==> config.mk <==
export PLATFORM = sky130hd
export DESIGN_NAME = uart_irda_tx
export DESIGN_NICKNAME = d
export VERILOG_FILES = /design/src/rtl/uart_irda_tx.sv
export SDC_FILE = /design/constraint.sdc
export NUM_CORES = 1
export LEC_CHECK = 0
export CAP_MARGIN = 10
export CORE_MARGIN = 2
export CORE_UTILIZATION = 63
export CTS_BUF_LIST = sky130_fd_sc_hd__clkbuf_8
export DETAILED_ROUTE_END_ITERATION = 8
export HOLD_SLACK_MARGIN = 0.08
export PLACE_DENSITY_LB_ADDON = 0.3
export SYNTH_ARGS = -nofsm -noshare
export SYNTH_HDL_FRONTEND = slang
export SYNTH_SLANG_ARGS = --single-unit
==> constraint.sdc <==
create_clock -name clock -period 5 [get_ports clock]
set_clock_uncertainty 0.05 [all_clocks]
set_input_delay 1.5 -clock clock [delete_from_list [all_inputs] [get_ports clock]]
set_output_delay 1.5 -clock clock [all_outputs]
set_load 0.01 [all_outputs]
==> src/rtl/uart_irda_tx.sv <==
// uart_irda_tx
//   8N1 UART transmitter with a parallel IrDA SIR output. A one-cycle start
//   request in IDLE latches data_in and sends start bit, 8 data bits (LSB
//   first) and stop bit. Each bit lasts BAUD_DIV clocks.
//
// Handshake: start is a request pulse. It is accepted on any rising edge
//   where the FSM is in IDLE, including the done cycle. While busy=1, start
//   is ignored and nothing is queued. There is no ready/valid pair; busy is
//   the only back-pressure indication.
//
// Ports
//   clock     : system clock, rising edge active
//   reset     : asynchronous, active-low
//   start     : send request (one cycle, or held for repeated frames)
//   data_in   : byte to send, sampled when start is accepted
//   tx        : UART NRZ line, idle high (registered)
//   irda_tx   : IrDA LED drive, IRDA_PW-clock pulse at start of each 0 bit
//   busy      : high while a frame is in progress
//   done      : one-cycle pulse in the first IDLE cycle after a frame
//   dbg_state : current FSM state, for checkers and debug
module uart_irda_tx #(
  parameter int BAUD_DIV = 5208,
  parameter int IRDA_PW  = (3 * BAUD_DIV) / 16
) (
  input  logic       clock,
  input  logic       reset,
  input  logic       start,
  input  logic [7:0] data_in,
  output logic       tx,
  output logic       irda_tx,
  output logic       busy,
  output logic       done,
  output logic [1:0] dbg_state
);

  typedef enum logic [1:0] {
    IDLE  = 2'd0,
    START = 2'd1,
    DATA  = 2'd2,
    STOP  = 2'd3
  } state_t;

  localparam logic [15:0] CNT_LAST = 16'(BAUD_DIV - 1);
  localparam logic [15:0] PW       = 16'(IRDA_PW);

  state_t      state, state_n;
  logic [15:0] baud_cnt, baud_cnt_n;
  logic [2:0]  bit_idx, bit_idx_n;
  logic [7:0]  shreg, shreg_n;
  logic        tx_n, irda_n, busy_n, done_n;
  logic        wrap;

  assign dbg_state = state;
  assign wrap      = (baud_cnt == CNT_LAST);

  always_ff @(posedge clock or negedge reset) begin
    if (!reset) begin
      state    <= IDLE;
      baud_cnt <= '0;
      bit_idx  <= '0;
      shreg    <= '0;
      tx       <= 1'b1;
      irda_tx  <= 1'b0;
      busy     <= 1'b0;
      done     <= 1'b0;
    end else begin
      state    <= state_n;
      baud_cnt <= baud_cnt_n;
      bit_idx  <= bit_idx_n;
      shreg    <= shreg_n;
      tx       <= tx_n;
      irda_tx  <= irda_n;
      busy     <= busy_n;
      done     <= done_n;
    end
  end

  // Outputs are computed from the next state/counter so that the registered
  // tx/irda_tx line up with the bit period they belong to (tx=0 is visible in
  // the first cycle after acceptance).
  always_comb begin
    state_n    = state;
    baud_cnt_n = baud_cnt;
    bit_idx_n  = bit_idx;
    shreg_n    = shreg;
    done_n     = 1'b0;

    unique case (state)
      IDLE: begin
        baud_cnt_n = '0;
        bit_idx_n  = '0;
        if (start) begin
          shreg_n = data_in;
          state_n = START;
        end
      end
      START: begin
        if (wrap) begin
          baud_cnt_n = '0;
          state_n    = DATA;
        end else begin
          baud_cnt_n = baud_cnt + 16'd1;
        end
      end
      DATA: begin
        if (wrap) begin
          baud_cnt_n = '0;
          // Shift so the next data bit is always at shreg[0].
          shreg_n    = shreg >> 1;
          if (bit_idx == 3'd7) begin
            bit_idx_n = '0;
            state_n   = STOP;
          end else begin
            bit_idx_n = bit_idx + 3'd1;
          end
        end else begin
          baud_cnt_n = baud_cnt + 16'd1;
        end
      end
      STOP: begin
        if (wrap) begin
          baud_cnt_n = '0;
          state_n    = IDLE;
          done_n     = 1'b1;
        end else begin
          baud_cnt_n = baud_cnt + 16'd1;
        end
      end
      default: state_n = IDLE;
    endcase

    unique case (state_n)
      START:   tx_n = 1'b0;
      DATA:    tx_n = shreg_n[0];
      default: tx_n = 1'b1;
    endcase

    // IrDA SIR: a short high pulse at the start of every zero bit only.
    irda_n = !tx_n && (baud_cnt_n < PW);
    busy_n = (state_n != IDLE);
  end

endmodule

==> results.tsv <==
metric	value	unit
die height	57.4	um
critical path, cell by cell	clkdlybuf4s50_1 -> nor3b_1 -> nor2_2 -> a21o_1	
Die X	57.4	um
Root Buffer	clkbuf_8	
CTS clk-pin slew, worst paths	0.06	ns
Peak VDD IR	0.000353	V
Tcrit/Tclk final	0.632	
worst slew pin tran	1.08	ns
min cycle time layout	3.16	ns
TritonCTS clock tree	built	
commonest non-fill, non-tap cell in the layout	dfrtp_1	
largest net degree at the start of global routing	34	
Max stage delay on crit path	0.86	ns
Post-CTS Repair Setup Buffers	0	
WL final	3440	um
Longest Clk Path Bufs	2	
die area	3290	um^2
Max Clk Rate	316	MHz
P per Cell Area	347	nW/um^2
Distinct cells, synth	40	
# H-tree levels	2	
Worst setup EP type	flop	
Worst setup SP type	primary input	
Area Growth Syn to Fin	12.6	%
Layout fillers	187	
RSZ-0062 raised after global routing	no	
# DRC	0	
Synth Instances	183	
clk_lat worst skew	0.28	ns
Hold Path Class	reg -> reg	
Lkg Pwr	0.904	nW
Max Slew Vio Count	0	
CORE AREA	2730	um^2
Max Cap Viol	0	
relative slew slack	0.277	
share of cells above drive strength 1	0.0914	
vias in the first global route	1303	
Syn Nets	197	
DP Area	1920	um^2
antenna diode count	0	
Mean Syn Cell Area	9.80	um^2
first-pass iteration count of the detailed router	4	
setup TNS	0	ns
Post-CTS Hold Buffers	0	
antenna-violating nets left	0	
YS warnings	0	
Hold Vio Cnt, Final	0	
num ports	17	
nets	210	
FF+latch count, synth	33	
first-pass GRT wire length	5910	um
DR vias	1406	
most frequent cells in the layout	dfrtp_1, nand2_1, nor2_1	
final setup fails	0	
Tot GR Track Use	0.235	
WL/cell	15.1	um
Synth Cell Area	1790	um^2
IO Port Bufs	16	
DR iter-0 viols	54	
Worst Path Max Fanout	10	
initial cell density of the core	0.656	
clock sink count	33	
cell area after layout	2020	um^2
row count	19	
CTS Buf Count	5	
run status	complete, no violations	
RD Place Congestion	0.797	
slowest stage cell, crit path	nor3b_1	
initial antenna violation count	0	
Crit path arrival time	3.28	ns
Crit Path Category	in -> reg	
CTS resizes	0	
Detailed Place HPWL	2330	um
sequential fraction of the synthesis area	0.461	
drt via density	6.17	
Required @ worst endpoint	5.12	ns
global route overflow	0	
==> cells in the mapped netlist <==
master | instances | area share
and2_1 | 3 | 0.010
nor3_1 | 3 | 0.0084
nor2b_1 | 1 | 0.0035
o21ai_0 | 5 | 0.014
nor4bb_1 | 1 | 0.0056
and3_1 | 5 | 0.017
ha_1 | 3 | 0.021
xor2_1 | 7 | 0.034
a21oi_1 | 4 | 0.011
and3b_1 | 1 | 0.0049
nand2_1 | 23 | 0.048
inv_1 | 4 | 0.0084
clkbuf_8 | 1 | 0.0077
buf_2 | 3 | 0.0084
or3_2 | 1 | 0.0042
nor4_2 | 2 | 0.014
xnor2_1 | 8 | 0.039
a22o_1 | 10 | 0.049
a311o_1 | 2 | 0.011
and4bb_2 | 1 | 0.0070
dfrtp_1 | 32 | 0.45
o311ai_0 | 3 | 0.015
nand4_1 | 4 | 0.014
buf_4 | 3 | 0.013
nand4_4 | 1 | 0.012
or2_2 | 1 | 0.0035
nor3b_1 | 2 | 0.0084
dfstp_2 | 1 | 0.015
nor4_1 | 3 | 0.010
buf_6 | 2 | 0.013
o31ai_1 | 2 | 0.0084
a21o_1 | 7 | 0.029
o211ai_1 | 1 | 0.0042
mux2i_1 | 1 | 0.0056
o21ai_1 | 1 | 0.0028
nor2_2 | 2 | 0.0070
nor2_1 | 20 | 0.042
clkbuf_1 | 2 | 0.0042
nand3_1 | 5 | 0.014
or3_1 | 2 | 0.0070
==> cells by family (layout without fill, tap and decap cells) <==
logic type                 after synthesis  after routing  share of synthesized area
adders and majority gates                3              3                     0.0209
DFF                                     33             33                      0.461
buffers and inverters                   15             29                     0.0537
AOI/OAI and AO/OA                       35             35                      0.144
xor gates and xnor gates                15             15                     0.0732
and+or+nand+nor                         81             81                      0.241
muxes                                    1              1                    0.00558
==> worst max-delay path, delay by kind of cell <==
family / cells / cell delay, ns
and+or+nand+nor: 2 / 1.06
AOI/OAI and AO/OA: 1 / 0.24
buffers and inverters: 1 / 0.48
==> area by class of cell <==
class / instances / area [um^2] / share of cell area
clock inverters: 1 / 5.00 / 0.00248
repair buffers: 17 / 168 / 0.0830
multi-input cells: 135 / 871 / 0.431
inverters: 4 / 15.0 / 0.00743
flip-flops and latches: 33 / 827 / 0.409
well taps: 31 / 38.8 / 0.0192
clock buffers: 7 / 96.3 / 0.0477
==> final timing paths <==
| path | endpoint | start | cells after the start | slack, ns |
|---|---|---|---|---|
| setup reg to reg | baud_cnt[1] | baud_cnt[11] | 5 | 2.52 |
| min in group asynchronous | baud_cnt[12] | reset | 2 | 1.55 |
| hold reg to reg | baud_cnt[0] | baud_cnt[0] | 1 | 0.43 |
| setup / recovery | shreg[0] | start | 4 | 1.84 |
| max in group asynchronous | tx | reset | 2 | 3.00 |
| hold / removal | baud_cnt[0] | baud_cnt[0] | 1 | 0.43 |
==> layer usage <==
layer,GRT usage,vias up,wire (um)
met3,0.0703,5,161
met2,0.370,35,1700
met1,0.305,692,1530
li1,-,674,-
met4,0.0897,0,44
met5,0,-,0
==> report_power, final <==
part / switching [mW] / internal [mW] / leakage [nW]
Clock: 0.0947 / 0.124 / 0.0542
Sequential: 0.0657 / 0.303 / 0.415
Combinational: 0.0535 / 0.0590 / 0.434
Total: 0.214 / 0.486 / 0.904
==> per-stage QoR <==
stage	hold WS [ns]	util	worst slack, ns	std cells	power (mW)
3_5_place_dp	0.416	0.702	1.55	220	0.485
4_1_cts	0.431	0.739	1.84	228	0.705
6_report	0.429	0.739	1.84	228	0.700
5_1_grt	0.453	0.739	1.67	228	0.738
3_3_place_gp	0.409	0.702	1.58	220	0.477
2_1_floorplan	0.398	-	2.28	183	0.465
==> registers in the layout, summed over array words and instances (netlist names) <==
signal,flops
bit_idx,3
baud_cnt,16
busy,1
done,1
dbg_state,2
shreg,8
irda_tx,1
tx,1
(Power assumes the default switching activity.)
